[config.mk]
export PLATFORM = sky130hd
export DESIGN_NAME = result_writeback
export DESIGN_NICKNAME = d
export VERILOG_FILES = /design/src/rtl/fp16_pkg.sv /design/src/rtl/fp16_classify.sv /design/src/rtl/result_writeback.sv
export SDC_FILE = /design/constraint.sdc
export NUM_CORES = 1
export LEC_CHECK = 0
export CAP_MARGIN = 30
export CORE_MARGIN = 1.5
export CORE_UTILIZATION = 60
export CTS_BUF_LIST = sky130_fd_sc_hd__clkbuf_4
export CTS_CLUSTER_DIAMETER = 30
export DETAILED_ROUTE_END_ITERATION = 12
export HOLD_SLACK_MARGIN = 0.03
export PLACE_DENSITY = 0.83
export SLEW_MARGIN = 20
export SYNTH_ARGS = -nofsm -noshare
export SYNTH_HDL_FRONTEND = slang
export SYNTH_SLANG_ARGS = --single-unit
[constraint.sdc]
create_clock -name clock -period 4.35 [get_ports clock]
set_clock_uncertainty 0.1 [all_clocks]
set_input_delay 0.87 -clock clock [delete_from_list [all_inputs] [get_ports clock]]
set_output_delay 0.87 -clock clock [all_outputs]
set_load 0.02 [all_outputs]
[src/rtl/fp16_pkg.sv]
// Shared half-precision definitions: field widths, class codes,
// writeback FSM states and the buffered writeback entry layout.
package fp16_pkg;

    localparam int EXP_W = 5;
    localparam int MAN_W = 10;

    localparam logic [EXP_W-1:0] EXP_MAX = 5'd31;

    localparam logic [3:0] CLS_NORMAL = 4'b0000;
    localparam logic [3:0] CLS_ZERO   = 4'b0001;
    localparam logic [3:0] CLS_SUBN   = 4'b0010;
    localparam logic [3:0] CLS_INF    = 4'b0100;
    localparam logic [3:0] CLS_NAN    = 4'b1000;

    typedef enum logic {
        ST_IDLE,
        ST_WRITE
    } wb_state_e;

    typedef struct packed {
        logic [3:0]  cls;
        logic [3:0]  rsvd;
        logic [7:0]  endereco;
        logic [15:0] resultado;
    } wb_entry_t;

endpackage

[src/rtl/fp16_classify.sv]
// One-hot IEEE-754 class of a half-precision value
// (all zeros for a normal number).
module fp16_classify
    import fp16_pkg::*;
(
    input  logic [15:0] value,
    output logic [3:0]  cls
);

    logic [EXP_W-1:0] exp_f;
    logic [MAN_W-1:0] man_f;
    logic             exp_zero;
    logic             exp_max;
    logic             man_zero;

    assign exp_f    = value[14:10];
    assign man_f    = value[9:0];
    assign exp_zero = (exp_f == '0);
    assign exp_max  = (exp_f == EXP_MAX);
    assign man_zero = (man_f == '0);

    always_comb begin
        cls = CLS_NORMAL;
        unique case (1'b1)
            exp_zero && man_zero:  cls = CLS_ZERO;
            exp_zero && !man_zero: cls = CLS_SUBN;
            exp_max && man_zero:   cls = CLS_INF;
            exp_max && !man_zero:  cls = CLS_NAN;
            default:               cls = CLS_NORMAL;
        endcase
    end

endmodule

[src/rtl/result_writeback.sv]
// Buffers classified adder results in a small FIFO and writes them
// to result memory at consecutive addresses over a req/ack port.
module result_writeback
    import fp16_pkg::*;
#(
    parameter int                    DEPTH      = 4,
    parameter int                    ADDR_WIDTH = 8,
    parameter logic [ADDR_WIDTH-1:0] BASE_ADDR  = '0
) (
    input  logic                   clock,
    input  logic                   reset,
    input  logic                   in_valid,
    output logic                   in_ready,
    input  logic [15:0]            in_resultado,
    input  logic [7:0]             in_endereco,
    output logic                   wr_en,
    output logic [ADDR_WIDTH-1:0]  wr_addr,
    output logic [31:0]            wr_data,
    input  logic                   wr_ack,
    output logic [$clog2(DEPTH):0] count,
    output logic [7:0]             drop_count
);

    localparam int PTR_W = $clog2(DEPTH);
    localparam int CNT_W = PTR_W + 1;
    localparam logic [CNT_W-1:0] FULL_CNT = CNT_W'(DEPTH);
    localparam logic [CNT_W-1:0] ONE_CNT  = CNT_W'(1);

    wb_entry_t             mem_q [DEPTH];
    wb_entry_t             mem_d [DEPTH];
    logic [PTR_W-1:0]      wr_ptr_q, wr_ptr_d;
    logic [PTR_W-1:0]      rd_ptr_q, rd_ptr_d;
    logic [PTR_W-1:0]      rd_nxt;
    logic [CNT_W-1:0]      count_q, count_d;
    logic [7:0]            drop_q, drop_d;
    wb_state_e             state_q, state_d;
    logic                  wr_en_q, wr_en_d;
    logic [ADDR_WIDTH-1:0] wr_addr_q, wr_addr_d;
    wb_entry_t             wr_data_q, wr_data_d;
    wb_entry_t             new_entry, next_head;
    logic [3:0]            cls;
    logic                  full, push, pop;

    fp16_classify u_classify (
        .value (in_resultado),
        .cls   (cls)
    );

    always_comb begin
        full      = (count_q == FULL_CNT);
        push      = in_valid && !full;
        pop       = (state_q == ST_WRITE) && wr_ack;
        new_entry = '{cls: cls, rsvd: 4'b0, endereco: in_endereco,
                      resultado: in_resultado};
        rd_nxt    = rd_ptr_q + 1'b1;
        // The next head may be the entry being written this very cycle.
        next_head = (count_q == ONE_CNT && push) ? new_entry : mem_q[rd_nxt];

        mem_d = mem_q;
        if (push) begin
            mem_d[wr_ptr_q] = new_entry;
        end
        wr_ptr_d = push ? wr_ptr_q + 1'b1 : wr_ptr_q;
        count_d  = count_q + CNT_W'(push) - CNT_W'(pop);
        drop_d   = (in_valid && full && drop_q != 8'hFF) ? drop_q + 8'd1 : drop_q;

        state_d   = state_q;
        wr_en_d   = wr_en_q;
        wr_addr_d = wr_addr_q;
        wr_data_d = wr_data_q;
        rd_ptr_d  = rd_ptr_q;
        unique case (state_q)
            ST_IDLE: begin
                if (count_q != '0) begin
                    state_d   = ST_WRITE;
                    wr_en_d   = 1'b1;
                    wr_data_d = mem_q[rd_ptr_q];
                end
            end
            ST_WRITE: begin
                if (pop) begin
                    rd_ptr_d  = rd_nxt;
                    wr_addr_d = wr_addr_q + 1'b1;
                    if (count_d != '0) begin
                        wr_data_d = next_head;
                    end else begin
                        state_d = ST_IDLE;
                        wr_en_d = 1'b0;
                    end
                end
            end
        endcase
    end

    always_ff @(posedge clock or negedge reset) begin
        if (!reset) begin
            for (int i = 0; i < DEPTH; i++) begin
                mem_q[i] <= '0;
            end
            wr_ptr_q  <= '0;
            rd_ptr_q  <= '0;
            count_q   <= '0;
            drop_q    <= '0;
            state_q   <= ST_IDLE;
            wr_en_q   <= 1'b0;
            wr_addr_q <= BASE_ADDR;
            wr_data_q <= '0;
        end else begin
            mem_q     <= mem_d;
            wr_ptr_q  <= wr_ptr_d;
            rd_ptr_q  <= rd_ptr_d;
            count_q   <= count_d;
            drop_q    <= drop_d;
            state_q   <= state_d;
            wr_en_q   <= wr_en_d;
            wr_addr_q <= wr_addr_d;
            wr_data_q <= wr_data_d;
        end
    end

    assign in_ready   = !full;
    assign wr_en      = wr_en_q;
    assign wr_addr    = wr_addr_q;
    assign wr_data    = wr_data_q;
    assign count      = count_q;
    assign drop_count = drop_q;

endmodule

---- Word-level counts from Yosys, hierarchy flattened ----
Index checks and enable logic that the tools add are counted.
storage, ports and cells
  register bits ........................... 185
  input bits .............................. 28
  logic and storage cells ................. 91
cells by class
  add/subtract/negate cells ............... 6
  $lt $le $gt $ge ......................... 4
  eq/ne operators ......................... 8
  multiplexer cells ....................... 23
  bitwise operators ....................... 4
  reductions and logical operators ........ 19
operator list
  kind                                                    count
  2-to-1 mux 32 bit                                       9
  binary-select mux 32 bit (select 2 bit)                 2
  bitwise mux 128 bit                                     1
  demux 32 bit (select 2 bit)                             1
  case mux 32 bit (2 select lines)                        1
  adder 8 x 1 -> 8 bit (second input constant)            2
  case mux 4 bit (4 select lines)                         1
  logical AND 1 bit                                       10
  zero test 10 bit                                        1
  >= comparator 3 bit (second input constant)             3
  NOT 2 -> 3 bit                                          3
  inequality test 8 bit (second input constant)           1
  2-to-1 mux 1 bit                                        6
  AND reduction 3 bit                                     2
  nonzero test 3 bit                                      2
  equality test 5 bit (second input constant)             1
  zero test 5 bit                                         1
  adder 2 x 1 -> 2 bit (second input constant)            2
  inequality test 2 x 1 -> 1 bit (second input constant)  2
  inequality test 2 bit (second input constant)           2
  case mux 1 bit (2 select lines)                         2
  adder 3 x 1 -> 3 bit                                    1
  equality test 3 x 1 -> 1 bit (second input constant)    1
  equality test 3 bit (second input constant)             1
  other kinds (5)                                         6

---- Logic depth before layout (Yosys ltp) ----
Gate-level depths: netlist (run 1).
  depth in word-level cells ............... 9
  depth in mapped cells ................... 15
  mapped depth without buffers ............ 11

---- Modules after synthesis ----
From an unflattened synthesis (run 1), not the netlist that was laid out.
second synthesis, totals
  cells, all modules ...................... 616
  area total of the unflattened synthesis .. 8881.0 um2
modules (own cells, without submodules)
  module            instances  cells each  area each (um2)  seq. area each (um2)
  result_writeback  1          601         8803.4           4129.0
  fp16_classify     1          15          77.6             0.0

---- Least setup slack after synthesis (run 1) ----
Ideal clock, no wire load.
  path type ............................... reg2reg
  from .................................... register count_q[2] (netlist: count[2])
  to ...................................... register wr_data_q (netlist bit wr_data[28])
  arrival time ............................ 3342 ps
  path slack .............................. 779 ps
  stages on the path, launching flop included .. 16
  clock period less this slack ............ 3571 ps
  cells stage by stage .................... dfrtp_1 -> buf_2 -> or3b_2 -> clkbuf_1 -> nand2_1 -> ha_1 -> inv_1 -> ha_1 -> inv_1 -> fa_1 -> and3b_1 -> a221o_1 -> buf_6 -> buf_6 -> a22oi_1 -> o31ai_1
on the way
  longest elaborated chain between the ends .. 8
RTL lines
  what                                                                               RTL line                                        text
  start, declared                                                                    result_writeback.sv:34                          logic [CNT_W-1:0] count_q, count_d;
  start signal, assigned                                                             result_writeback.sv:112                         count_q <= count_d;
  equality test 3 bit *                                                              result_writeback.sv:50                          full = (count_q == FULL_CNT);
  zero test 1 bit *                                                                  n/a
  net in_ready                                                                       result_writeback.sv:13                          output logic in_ready,
  logical AND 1 bit *                                                                result_writeback.sv:51                          push = in_valid && !full;
  adder 3 x 1 -> 3 bit or logical AND 1 bit (tied branches)                          result_writeback.sv:64, result_writeback.sv:57
  subtractor 3 x 1 -> 3 bit or 2-to-1 mux 32 bit (tied branches)                     result_writeback.sv:64, result_writeback.sv:57
  nonzero test 3 bit or 2-to-1 mux 32 bit (tied branches)                            result_writeback.sv:84                          if (count_d != '0) begin
  inequality test 2 x 1 -> 1 bit (no line) or 2-to-1 mux 32 bit (tied branches)      n/a
  AND reduction 3 bit (no line) or case mux 32 bit (2 select lines) (tied branches)  n/a
  end signal, assigned                                                               result_writeback.sv:117                         wr_data_q <= wr_data_d;
  end, declared                                                                      result_writeback.sv:39                          wb_entry_t wr_data_q, wr_data_d;
Mark *: on every way through the listed nets, which the timed path passes. The rest lies on a longest branch. The select of a mux whose other input is x is not followed.
A chain may end at the register's enable or synchronous reset.

---- Worst setup path after layout (run 1) ----
  from .................................... register count_q[2] (netlist: count[2])
  to ...................................... register wr_data_q (netlist bit wr_data[21])
on the way
  longest elaborated chain between the ends .. 8
RTL lines
  what                                                                               RTL line
  equality test 3 bit                                                                result_writeback.sv:50
  zero test 1 bit                                                                    result_writeback.sv:51
  logical AND 1 bit                                                                  result_writeback.sv:51
  adder 3 x 1 -> 3 bit or logical AND 1 bit (tied branches)                          result_writeback.sv:64, result_writeback.sv:57
  subtractor 3 x 1 -> 3 bit or 2-to-1 mux 32 bit (tied branches)                     result_writeback.sv:64, result_writeback.sv:57
  nonzero test 3 bit or 2-to-1 mux 32 bit (tied branches)                            result_writeback.sv:84
  inequality test 2 x 1 -> 1 bit (no line) or 2-to-1 mux 32 bit (tied branches)      n/a
  AND reduction 3 bit (no line) or case mux 32 bit (2 select lines) (tied branches)  n/a
Several ways; a longest one is shown, not always the timed one. The select of a mux whose other input is x is not followed.

==> results of run 1 <==
[area by class of cell]
cell class / count / area [sq um]
diodes: 1 / 2.50
clock buffers: 21 / 158
clock inverters: 10 / 42.5
fillers: 942 / 4260
inverters: 9 / 33.8
multi-input cells: 416 / 4050
flip-flops and latches: 165 / 4140
well taps: 180 / 225
repair buffers: 91 / 920
[state kept, by name, indices dropped and copies added (netlist names)]
signal and count:
rd_ptr_q 2, state_q 1, wr_data 28, wr_ptr_q 2
count 3, wr_en 1, mem_q 112, wr_addr 8
drop_count 8
[cell families after synthesis]
logic type / after synthesis / share of synthesized area, %
flip-flops: 165 / 48.7
AND/OR/NAND/NOR: 151 / 7.71
AO/OA/AOI/OAI: 80 / 8.48
buffers and inverters: 59 / 3.82
XOR/XNOR: 18 / 2.02
adder cells (fa/ha/maj): 9 / 1.42
other: 1 / 0.0442
multiplexers: 154 / 27.9
[per-stage QoR]
step	power (mW)	util, %
floorplan	5.77	-
global placement	6.54	67.5
detailed placement	6.80	67.5
CTS	7.52	68.9
global route	7.98	69.1
finish	7.49	69.2
[report_power, final]
group	internal (mW)	leakage, nW	switching (mW)	total (mW)
Clock	0.233	0.122	0.496	0.729
Sequential	2.24	2.02	0.689	2.92
Combinational	2.20	1.95	1.63	3.83
Total	4.67	4.09	2.82	7.49
[worst paths after layout]
kind	end	cells past startpoint
min reg2reg	wr_addr[7]$_DFFE_PN0P_	1
max	wr_data[21]$_DFFE_PN0P_	12
max reg2reg	wr_data[21]$_DFFE_PN0P_	12
max in group asynchronous	wr_data[18]$_DFFE_PN0P_	3
min	wr_data[3]$_DFFE_PN0P_	1
min in group clock	wr_addr[7]$_DFFE_PN0P_	1
[worst max-delay path, delay by kind of cell, from the launching register on]
family / cells / cell delay, ps
fa+ha+maj: 3 / 870
simple gates: 3 / 940
compound gates: 3 / 870
flops: 1 / 510
buf+inv: 3 / 410
[placed cells by master (no fill, tap or decap), types with 3 or more instances in the layout]
cell,n
o21ai_0,16
mux2_2,98
clkinv_1,6
a311oi_1,3
a21o_1,26
nor4_1,3
xor2_1,8
xnor2_1,9
a31oi_1,3
buf_4,12
nor2b_1,4
a311oi_2,21
nor3_1,5
conb_1,4
inv_1,9
ha_1,8
mux4_2,56
nand4_1,4
nand2_1,81
clkinv_2,4
nand3_1,10
a21oi_1,3
clkdlybuf4s50_1,75
nor2_1,34
and2_1,3
dfrtp_1,162
clkbuf_4,21
[per-layer routing]
metal,vias up,global-route usage [%],wire (um)
met4,0,10.7,382
met3,30,3.93,892
met2,175,45.7,9190
li1,2478,-,-
met1,2899,33.7,7450
met5,-,0,0
==> flow_summary_export.csv, run 1 <==
group,metric,value,unit
logic_synthesis,yosysSeqAreaShare,48.7,%
clock_network,clk_pin_slew,130,ps
worst_setup_path,cp_max_fo,17,
worst_setup_path,crit_slowest_cell,"or3b_2",
clock_network,cts_setup_buffers,0,
drt,drc_errors,0,
worst_setup_path,arrival,4180,ps
floorplanning,row_count,43,
clock_network,postCtsHoldBufs,0,
finish,area_growth,12.7,%
drt,dr.pass1.iters,5,
finish,stdcell_count,893,
global_route,grt_max_degree,102,
floorplanning,ioPinCount,81,
timing,worst_pin_slew,920,ps
drt,drt-initial-drc-count,404,
logic_synthesis,synth.area.top_cells,"dfrtp_1, mux4_2, mux2_2, a311oi_2, nand2_1",
logic_synthesis,ys_top_cells_by_count,"dfrtp_1, mux2_2, nand2_1",
clock_network,cts_tree,"done",
placed_design,dp_slack,211,ps
timing,whs,132,ps
floorplanning,start_util,61.4,%
global_route,grt_overflow,0,
timing,finalHoldViolations,0,
clock_network,post_cts_resized,0,
global_route,grt.total_usage,26.4,%
drt,drt-total-wl,17.9,mm
clock_network,clock_latency,560,ps
placed_design,gp_congestion,0.779,
global_route,grt_pass1_wl,29.7,mm
global_route,antenna_found_initial,0,
logic_synthesis,yosys_register_bits,165,
drt,vias,5582,
worst_setup_path,crit_chain,"or3b_2, nand2_1, ha_1, inv_1, ha_1, inv_1, fa_1, and3b_1, a221o_2, buf_4, a311oi_2, a21o_1",
finish,final_layout_size_suffix_gt1_share,31.3,%
pwr,p_leak,4.09,nW
logic_synthesis,synth_top_cell_area_share,48.7,%
timing,fin_tns_setup,0,ps
timing,drv_slew,0,
worst_setup_path,rrSetupSlack,570,ps
floorplanning,core-area,13800,sq um
pwr,cellPowerDensity,783,nW/um^2
timing,period_minus_slack,3780,ps
worst_setup_path,endpoint_kind,"register",
finish,final_area,9560,sq um
pwr,vdd.ir_drop.worst,0.000279,V
min_path,hp-class,"in2async",
clock_network,cts-buffers-inserted,17,
drt,ant_nets,0,
placed_design,hpwlAfterDp,11.4,mm
floorplanning,die-area,14900,sq um
status,status,"finished, final reports clean",
floorplanning,die_y,122,um
clock_network,clock_sinks,165,
clock_network,clockBufferDepth,2,
worst_setup_path,cpPeakStageDelay,570,ps
timing,rsz0062_at_grt,"false",
timing,maxClockFrequency,265,MHz
timing,finalSetupViolCount,0,
timing,period_share,86.8,%
logic_synthesis,yosys_most_used_dff,"dfrtp_1",
drt,wl_per_cell,20.1,um
logic_synthesis,syn_area,8490,sq um
logic_synthesis,synth.most_common_cell,"dfrtp_1",
floorplanning,die_x,122,um
worst_setup_path,cp_data_required_time,4750,ps
finish,final_nets,737,
logic_synthesis,synth_edf_count,0,
timing,fin_ws,574,ps
clock_network,htree_levels,4,
placed_design,io_buffers,76,
worst_setup_path,critPathKind,"reg2reg",
logic_synthesis,syn_area_per_cell,13.3,sq um
logic_synthesis,async_reset_ff_share,100,%
global_route,first_global_vias,5897,
logic_synthesis,netlist_instances,637,
placed_design,dp.cells,860,
job,max_cap_viol_count,0,
timing,slew_headroom,38.6,%
worst_setup_path,startpoint_type,"register",
logic_synthesis,synth_cell_type_count,42,
placed_design,placed_area,9330,sq um
drt,vias_per_cell,6.25,
worst_setup_path,r2r-start,"count[2]$_DFF_PN0_",
clock_network,cts_root_buffer,"clkbuf_4",
worst_setup_path,crit_path_start,"count[2]$_DFF_PN0_",
logic_synthesis,yosys_warnings,0,
logic_synthesis,yosysTopAreaCell,"dfrtp_1",
No activity file was read; power rests on OpenSTA's default activity.
==> run 2, diff against run 1 <==
- CAP_MARGIN: 30 -> unset
- PLACE_DENSITY: 0.83 -> unset
- PLACE_DENSITY_LB_ADDON: unset -> 0.15
==> run 2 against run 1 <==
Against the previous run: count of clock-buffer cells in the layout rose by 3; sequential share of layout area fell by 0.068 points; fmax rose by 5.3%; non-clock buffer count fell by 2; setup slack improved by 190 ps; via count fell by 0.91%; design area rose by 0.16%; critical path depth did not move; flip-flop and latch count did not move.
==> flow_summary_export.csv, run 2 (synthesis gave the netlist of run 1 again) <==
group,metric,value,unit
global_route,grt_overflow,0,
drt,wl_per_cell,19.6,um
clock_network,post_cts_resized,0,
clock_network,cts_root_buffer,"clkbuf_4",
finish,largest_reg_flops,112,
clock_network,clock_sinks,165,
floorplanning,die_y,122,um
timing,rsz0062_at_grt,"false",
worst_setup_path,r2r-start,"count[0]$_DFF_PN0_",
pwr,vdd.ir_drop.worst,0.000398,V
status,status,"finished, final reports clean",
finish,fillers,997,
floorplanning,ioPinCount,81,
drt,ant_nets,0,
pwr,p_seq_share,39.1,%
global_route,first_global_vias,5761,
pwr,clockPowerShare,11.5,%
drt,drt-total-wl,17.5,mm
timing,fin_tns_setup,0,ps
timing,period_share,82.4,%
worst_setup_path,cp_max_fo,28,
pwr,power_frac_comb,49.4,%
drt,drc_errors,0,
drt,drt-initial-drc-count,338,
worst_setup_path,endpoint_kind,"register",
floorplanning,die-area,14900,sq um
finish,final_cell_mix,"dfrtp_1, mux2_2, nand2_1, clkdlybuf4s50_1, mux4_2",
pwr,internal_power,4.78,mW
finish,final_nets,735,
clock_network,clk_pin_slew,120,ps
timing,period_minus_slack,3580,ps
pwr,p_sw,2.78,mW
pwr,power.total,7.56,mW
placed_design,gp_congestion,0.783,
floorplanning,core-area,13800,sq um
clock_network,cts-buffers-inserted,17,
finish,area_growth,12.9,%
timing,worst_pin_slew,937,ps
placed_design,hpwlAfterDp,11.0,mm
pwr,p_leak,4.10,nW
timing,whs,295,ps
timing,drv_slew,0,
floorplanning,row_count,43,
global_route,antenna_found_initial,1,
worst_setup_path,arrival,3960,ps
finish,mostFrequentLayoutCell,"dfrtp_1",
worst_setup_path,critPathKind,"reg2reg",
pwr,swShare,36.7,%
finish,post-route-util,69.3,%
finish,largest_register,"mem_q",
timing,finalHoldViolations,0,
clock_network,clockBufferDepth,2,
floorplanning,die_x,122,um
finish,final_area,9580,sq um
timing,finalSetupViolCount,0,
finish,final_layout_size_suffix_gt1_share,31.7,%
clock_network,htree_levels,4,
global_route,grt_pass1_wl,29.2,mm
placed_design,dp_slack,366,ps
clock_network,cts_setup_buffers,0,
worst_setup_path,crit_path_start,"count[0]$_DFF_PN0_",
finish,stdcell_count,891,
clock_network,cts_tree,"done",
drt,vias_per_cell,6.21,
timing,slew_headroom,37.5,%
timing,maxClockFrequency,279,MHz
timing,fin_ws,766,ps
floorplanning,start_util,61.4,%
placed_design,dp.cells,859,
drt,vias,5531,
global_route,grt_max_degree,100,
clock_network,postCtsHoldBufs,0,
global_route,grt.total_usage,26.0,%
worst_setup_path,cp_data_required_time,4730,ps
clock_network,clock_latency,580,ps
pwr,cellPowerDensity,789,nW/um^2
drt,dr.pass1.iters,4,
worst_setup_path,startpoint_type,"register",
placed_design,io_buffers,76,
min_path,hp-class,"in2async",
placed_design,placed_area,9310,sq um
job,max_cap_viol_count,0,
worst_setup_path,r2r_cells,12,
## run 2: cell count changes in the layout (fill, tap and decap cells not counted)
cell       before  now
clkinv_1        6    2
clkbuf_4       21   24
bufinv_16       0    2
buf_12          2    1
buf_16          1    0
clkinv_2        4    3
## run 2: worst max-delay path, stage by stage, from the launching register on
cell     delay [ps]
dfrtp_1         500
or3b_2          580
nand2_1         190
ha_1            250
inv_1            60
ha_1            130
inv_1            50
fa_1            460
and3b_1         190
a221o_2         370
buf_4           250
a22o_1          220
a21o_1          140
## run 2: layer usage
metal / up-vias / track usage (%) / part of all wire [%]
met5: - / 0 / 0
li1: 2466 / - / -
met3: 27 / 4.82 / 5.0
met1: 2878 / 33.5 / 41
met4: 0 / 10.4 / 2.2
met2: 160 / 43.9 / 52
## run 2: final timing paths
path / endpoint / slack, ps
min: wr_data[2]$_DFFE_PN0P_ / 300
min in group clock: wr_addr[7]$_DFFE_PN0P_ / 370
min reg2reg: wr_addr[7]$_DFFE_PN0P_ / 370
max: wr_data[30]$_DFFE_PN0P_ / 770
max in group asynchronous: mem_q[80]$_DFFE_PN0P_ / 2980
max reg2reg: wr_data[30]$_DFFE_PN0P_ / 770
## run 2: layout make-up
type                            count  area (sq um)  share of cell area (%)
Antenna cell                        1          2.50                  0.0261
Clock buffer                       24           180                    1.88
Clock inverter                      7          82.6                   0.862
Inverter                            9          33.8                   0.353
Multi-Input combinational cell    416          4050                    42.2
Sequential cell                   165          4140                    43.2
Tap cell                          180           225                    2.35
Timing Repair Buffer               89           872                    9.11
## run 2: power by group through the flow
stage                     Sequential, mW  Combinational (mW)  Clock (mW)
after floorplan                     2.83                2.93           0
after global placement              2.91                3.62           0
after detailed placement            2.99                3.77           0
after CTS                           2.95                3.77       0.889
after global routing                3.07                4.03       0.948
final                               2.95                3.73       0.870
